[src/rtl/pipe_stage_skid_reg_if.sv]
// pipe_stage_skid_reg_if: valid/ready handshake bundle carrying one PC and an opaque payload
interface pipe_stage_skid_reg_if #(
  parameter int PC_W      = 32,
  parameter int PAYLOAD_W = 161
);
  logic                 valid;
  logic                 ready;
  logic [PC_W-1:0]      pc;
  logic [PAYLOAD_W-1:0] payload;
  modport master (output valid, pc, payload, input ready);
  modport slave  (input valid, pc, payload, output ready);
endinterface

[src/rtl/pipe_stage_skid_reg.sv]
// pipe_stage_skid_reg: pipeline stage register with 2-entry skid buffer, flush with PC retention and bubble counter
module pipe_stage_skid_reg #(
  parameter int              PC_W      = 32,
  parameter int              PAYLOAD_W = 161,
  parameter logic [PC_W-1:0] PC_RESET  = 32'h0000_3000,
  parameter int              CNT_W     = 16
) (
  input  logic                        clk,
  input  logic                        reset,
  pipe_stage_skid_reg_if.slave        in_if,
  pipe_stage_skid_reg_if.master       out_if,
  input  logic                        flush,
  input  logic                        flush_keep_pc,
  output logic [1:0]                  occupancy,
  output logic [CNT_W-1:0]            bubble_cnt
);
  typedef enum logic [1:0] {EMPTY = 2'd0, ONE = 2'd1, TWO = 2'd2} state_t;
  state_t               state;
  logic [PC_W-1:0]      main_pc, skid_pc;
  logic [PAYLOAD_W-1:0] main_pl, skid_pl;
  logic                 out_valid, push, pop;
  assign out_valid      = state != EMPTY;
  assign occupancy      = state;
  assign in_if.ready    = (state != TWO) & ~flush;
  assign out_if.valid   = out_valid;
  assign out_if.pc      = main_pc;
  assign out_if.payload = out_valid ? main_pl : '0;
  assign push           = in_if.valid & in_if.ready;
  assign pop            = out_valid & out_if.ready;
  // Occupancy FSM: MAIN drives the outputs, SKID absorbs the one entry that arrives while MAIN is stalled
  always_ff @(posedge clk or posedge reset) begin
    if (reset) begin
      state   <= EMPTY;
      main_pc <= PC_RESET;
      main_pl <= '0;
      skid_pc <= '0;
      skid_pl <= '0;
    end else if (flush) begin
      state   <= EMPTY;
      main_pc <= flush_keep_pc ? main_pc : PC_RESET;
      main_pl <= '0;
      skid_pc <= '0;
      skid_pl <= '0;
    end else begin
      case (state)
        EMPTY: if (push) begin
          main_pc <= in_if.pc;
          main_pl <= in_if.payload;
          state   <= ONE;
        end
        ONE: if (push && pop) begin
          main_pc <= in_if.pc;
          main_pl <= in_if.payload;
        end else if (push) begin
          skid_pc <= in_if.pc;
          skid_pl <= in_if.payload;
          state   <= TWO;
        end else if (pop) begin
          state   <= EMPTY;
        end
        TWO: if (pop) begin
          main_pc <= skid_pc;
          main_pl <= skid_pl;
          state   <= ONE;
        end
        default: state <= EMPTY;
      endcase
    end
  end
  // Count edges that see an empty output, stopping at all-ones
  always_ff @(posedge clk or posedge reset) begin
    if (reset) bubble_cnt <= '0;
    else if (!out_valid && bubble_cnt != '1) bubble_cnt <= bubble_cnt + CNT_W'(1);
  end
endmodule
[src/flat_wrapper.sv]
// flat-port wrapper written by rule: the top's interface ports become plain ports
module pipe_stage_skid_reg_flat 
#(
  parameter int              PC_W      = 32,
  parameter int              PAYLOAD_W = 161,
  parameter logic [PC_W-1:0] PC_RESET  = 32'h0000_3000,
  parameter int              CNT_W     = 16
)
  (clk, reset, flush, flush_keep_pc, occupancy, bubble_cnt, in_if_valid, in_if_pc, in_if_payload, in_if_ready, out_if_valid, out_if_pc, out_if_payload, out_if_ready);
  pipe_stage_skid_reg_if #(.PC_W(PC_W), .PAYLOAD_W(PAYLOAD_W)) in_if_i ();
  pipe_stage_skid_reg_if #(.PC_W(PC_W), .PAYLOAD_W(PAYLOAD_W)) out_if_i ();
  input  logic clk;
  input  logic reset;
  input  logic flush;
  input  logic flush_keep_pc;
  output logic [1:0] occupancy;
  output logic [CNT_W-1:0] bubble_cnt;
  input wire logic [$bits(in_if_i.valid)-1:0] in_if_valid;
  input wire logic [$bits(in_if_i.pc)-1:0] in_if_pc;
  input wire logic [$bits(in_if_i.payload)-1:0] in_if_payload;
  output wire logic [$bits(in_if_i.ready)-1:0] in_if_ready;
  output wire logic [$bits(out_if_i.valid)-1:0] out_if_valid;
  output wire logic [$bits(out_if_i.pc)-1:0] out_if_pc;
  output wire logic [$bits(out_if_i.payload)-1:0] out_if_payload;
  input wire logic [$bits(out_if_i.ready)-1:0] out_if_ready;
  assign in_if_i.valid = in_if_valid;
  assign in_if_i.pc = in_if_pc;
  assign in_if_i.payload = in_if_payload;
  assign in_if_ready = in_if_i.ready;
  assign out_if_valid = out_if_i.valid;
  assign out_if_pc = out_if_i.pc;
  assign out_if_payload = out_if_i.payload;
  assign out_if_i.ready = out_if_ready;
  pipe_stage_skid_reg #(.PC_W(PC_W), .PAYLOAD_W(PAYLOAD_W), .PC_RESET(PC_RESET), .CNT_W(CNT_W)) u_core (.clk(clk), .reset(reset), .in_if(in_if_i), .out_if(out_if_i), .flush(flush), .flush_keep_pc(flush_keep_pc), .occupancy(occupancy), .bubble_cnt(bubble_cnt));
endmodule
[config.mk]
export PLATFORM = sky130hd
export DESIGN_NAME = pipe_stage_skid_reg_flat
export DESIGN_NICKNAME = d
export VERILOG_FILES = /design/src/rtl/pipe_stage_skid_reg_if.sv /design/src/rtl/pipe_stage_skid_reg.sv /design/src/flat_wrapper.sv
export SDC_FILE = /design/constraint.sdc
export NUM_CORES = 1
export LEC_CHECK = 0
export ABC_AREA = 0
export CORE_ASPECT_RATIO = 0.5
export CORE_MARGIN = 2
export CORE_UTILIZATION = 40
export CTS_BUF_LIST = sky130_fd_sc_hd__clkbuf_8
export CTS_CLUSTER_SIZE = 30
export DETAILED_ROUTE_END_ITERATION = 8
export GPL_TIMING_DRIVEN = 0
export HOLD_SLACK_MARGIN = 0.08
export PLACE_DENSITY = 0.69
export SLEW_MARGIN = 10
export SYNTH_ARGS = -nofsm -noshare
export SYNTH_HDL_FRONTEND = slang
export SYNTH_SLANG_ARGS = --single-unit
[constraint.sdc]
create_clock -name clk -period 12.8 [get_ports clk]
set_clock_uncertainty 0.15 [all_clocks]
set_input_delay 1.92 -clock clk [delete_from_list [all_inputs] [get_ports clk]]
set_output_delay 1.92 -clock clk [all_outputs]
set_load 0.005 [all_outputs]
Word level (Yosys, flattened, before mapping)
Index checks and enable logic that the tools add are counted. W data, S select, Z words.

Add/sub/neg operators: 1. Equal/unequal tests: 11. Muxes and demuxes: 25. Bitwise operators: 4. Reductions and logical operators: 12.

Operators with widths (number): $mux W161 (8); $pmux W161 S3 (1); $mux W32 (8); $pmux W32 S3 (1); $add A16 B1 Y16 const B (1); $ne A16 B16 Y1 const B (1); $mux W2 (6); $ne A3 B2 Y1 const B (3); $reduce_and A4 Y1 (2); $ne A2 B2 Y1 const B (3); $pmux W2 S3 (1); $reduce_bool A2 Y1 (3); $reduce_and A5 Y1 (1); $ne A4 B2 Y1 const B (1); $reduce_bool A4 Y1 (1); $and A1 B1 Y1 (3); $ne A3 B3 Y1 const B (1); $reduce_and A3 Y1 (1); $eq A2 B1 Y1 const B (1); $eq A2 B2 Y1 const B (1); $logic_and A1 B1 Y1 (2); $logic_not A2 Y1 (1); $logic_not A1 Y1 (1); $not A1 Y1 (1).

Register bits after elaboration: 404. Input port bits: 199. Output and inout port bits: 213. Word-level logic and storage cells: 59.

Longest topological paths before layout
Depth in word-level cells: 7. Mapped depth: 8. Mapped depth without buffers: 5.

Worst setup path before layout
OpenSTA, ideal clock, no wires.

Kind: input port to output port. Start: input flush. End: output in_if_ready. Arrival time: 2.878 ns. Path slack: 7.852 ns. Stages on the path: 5. Path buffers: 3. Cell sequence: buf_2 -> nand2b_1 -> inv_1 -> clkbuf_1 -> clkbuf_1.

Word-level cells in the longest chain between the ends: 2.

Ends and longest elaborated chain: from (decl) (RTL line flat_wrapper.sv:14) `input logic flush;`; $not A1 Y1 (RTL line pipe_stage_skid_reg.sv:24) `assign in_if.ready = (state != TWO) & ~flush;`; $and A1 B1 Y1 (RTL line pipe_stage_skid_reg.sv:24); to (decl) (RTL line flat_wrapper.sv:21) `output wire logic [$bits(in_if_i.ready)-1:0] in_if_ready;`.

No other way between the ends.

Final worst setup path
Same ends and word-level chain as after synthesis.

==> key figures <==
STA
  – Setup TNS: 0 ns
  – Fin worst setup slack: approximately 6.5 ns
  – Max Fclk: between 150 and 200 MHz
  – Unrepaired setup endpoints after global routing: false
  – Final critical-path share of the clock period: 0.495
  – Finish-stage setup viols: 0
  – Slew Viols, Final: 0
  – Hold Violations, Final: 0
  – Worst slew pin tran: roughly 0.96 ns
  – Max-slew headroom: 0.360
  – Min Tclk post-route: 6.33 ns

Worst setup path
  – WP data arrival: ~4.3 ns
  – FF-to-FF End: u_core.main_pl[124]
  – FF-to-FF Start: u_core.occupancy[1]
  – FF-to-FF setup slack: ~9.9 ns
  – Bufs and invs on worst path: 5
  – WP data required: between 10 and 15 ns
  – Crit Path Category: primary input to output port
  – Most common cell on crit path: clkbuf_1
  – Crit end category: output port
  – Type of origin of the critical path: primary input
  – Worst path slowest cell: clkdlybuf4s50_1
  – Cell family with most CP delay: buffers and inverters
  – CP peak stage delay: 0.67 ns
  – Critical path fanouts, max: 10
  – Crit-path cells: buf_2 > nand2b_1 > inv_1 > clkbuf_1 > clkbuf_1 > clkdlybuf4s50_1
  – Worst reg2reg path depth: 8

Synth
  – Syn Std Cell Area: 0.0180 sq mm
  – Flops & latches, synth: 404
  – Register area share after synthesis: 0.563
  – Post-synth top area share: 0.560
  – Synthesized area per cell: approximately 10 sq um
  – Distinct cells, synth: 39
  – Mapped Cells: 1,760
  – Post-synth EDFFs: 0
  – Syn nets: about 2,000
  – Main flop type after synthesis: dfrtp_1
  – Ys Warns: 0
  – Dominant cell type by area after synthesis: dfrtp_1
  – Async S/R FF share, synth: 1.00
  – Synth area leaders: dfrtp_1 (56%), a22oi_1 (6.7%), nand2_1 (5.8%)

Placement
  – Detailed placement HPWL: roughly 42 mm
  – Place WS: roughly 6.5 ns
  – Placed cells: 2,770
  – Final GP Congestion: about 0.87
  – IO buf count: approximately 400

Detailed routing
  – DRT Pass-1 Iters: 7
  – DR iter-0 viols: about 1,000
  – Vias per cell: roughly 5.3
  – Final WL: about 58 mm
  – Post-DRT Antenna Nets: 0
  – # DRC: 0
  – Per-cell routed wire length: roughly 20 um
  – Via count: between 15,000 and 20,000

Floorplanning
  – IO Pins: just over 400
  – Initial Util: 0.409
  – Die Wd: roughly 300 um
  – Core ar.: around 0.044 sq mm
  – Standard-cell row count: 54
  – Die height: 154 um
  – Total die area: about 0.047 sq mm

Final layout
  – Fin cells: between 2,000 and 3,000
  – Commonest non-fill, non-tap cell in the layout: clkdlybuf4s50_1
  – Area growth, synth to finish: 35.3%
  – Finished Core Util: 0.553
  – Layout net count: approximately 2,400
  – Share of cells above drive strength 1: 0.0686
  – Most frequent cells in the layout: clkdlybuf4s50_1 (410), dfrtp_1 (402), nand2_1 (279)

Min path
  – Worst hold path stage count: 2
  – Hold Crit Start: u_core.out_if.pc[12]
  – Hold Path Class: flip-flop to flip-flop
  – Worst Hold End: u_core.out_if.pc[12]

Clocking
  – CTS Hold Bufs: 0
  – CTS-repair resized insts: 0
  – Worst-path clk slew: 0.07 ns
  – H-tree level count: 2
  – Worst skew pair latency: roughly 0.63 ns
  – Clock sink count: 404
  – Root Driver: clkbuf_8
  – Post-CTS Setup Bufs: 0
  – Inserted Clock Buffers: 58
  – CTS max path bufs: 3
  – CTS tree: done

Global route
  – Vias in the first global route: about 15,000
  – GR Overflow Total: 0
  – Global-route wire length before repair: between 80 and 90 mm
  – All-Layer GR Usage: 0.242
  – Antenna violations before repair: 14
  – Pin count of the biggest net entering global routing: 37

Run
  – Max cap viols: 0

Power
  – VDD IR max: 0.0767 mV
  – Pwr Density: roughly 120 mW/mm^2
  – Leak: about 10 nW
  – Final Power: between 3 and 4 mW

Status
  – Status: finished clean
[through the flow]
step	instance area, sq um	hold WS [ns]
after floorplan	18000	0.292
after global routing	24300	0.342
after CTS	24300	0.323
final	24300	0.319
after detailed placement	23100	0.312
after global placement	22800	0.303
[sequential cells by signal (all words and copies together) (netlist names)]
| register | cells |
|---|---|
| u_core.main_pl | 161 |
| u_core.skid_pl | 161 |
| u_core.out_if.pc | 32 |
| u_core.skid_pc | 32 |
| u_core.bubble_cnt | 16 |
| u_core.occupancy | 2 |
[how the worst max path moves through the flow]
stage | to | cells after the start | start
after floorplan | u_core.bubble_cnt[0] | 1 | reset
after global placement | u_core.main_pl[84] | 2 | reset
after detailed placement | in_if_ready | 6 | flush
after CTS | in_if_ready | 6 | flush
after global routing | in_if_ready | 6 | flush
final | in_if_ready | 6 | flush
[worst min-delay path, cell delays in order (launching register included)]
cell and delay, ns:
dfstp_2 0.37, inv_1 0.04, mux2i_1 0.06
[synthesized netlist by cell type (all sizes together) (2+ instances only)]
cell type  count
dfrtp        402
nand2        279
o21ai        272
a22oi        161
and2         161
a22o         113
nand2b       112
clkbuf       101
buf           52
mux2          33
xor2          13
inv            8
nor2           8
nand3          6
a21oi          5
nor4           5
nand4          4
nor3           4
a31oi          3
and4           2
dfstp          2
mux2i          2
nor4b          2
o22ai          2
[area by class of cell]
type,instances,area [sq um]
fillers,3871,19600
flip-flops and latches,404,10100
multi-input cells,1195,7140
repair buffers,422,4340
clock buffers,75,1030
well taps,588,736
plain buffers,153,684
clock inverters,33,189
inverters,8,33.8
diodes,12,30.0
[power by group]
part           switching, mW  internal (mW)
combinational          0.249          0.254
sequential            0.0678           1.38
clock                  0.515          0.565
total                  0.831           2.20
[cells by family after synthesis]
kind of cell | count (synthesis) | share of synthesized area
AOI/OAI and AO/OA | 558 | 0.203
xor gates and xnor gates | 13 | 0.00634
adders and majority gates | 1 | 0.000696
buffers and inverters | 161 | 0.0398
DFF | 404 | 0.563
muxes | 35 | 0.0220
and+or+nand+nor | 588 | 0.165
[per-layer routing]
metal,GRT usage,share of wire,vias to the layer above
met5,0,0.00047,-
met4,0.114,0.044,4
met3,0.0343,0.037,136
met2,0.423,0.51,392
met1,0.297,0.41,7680
li1,-,-,7112
No activity file was read; power rests on OpenSTA's default activity.
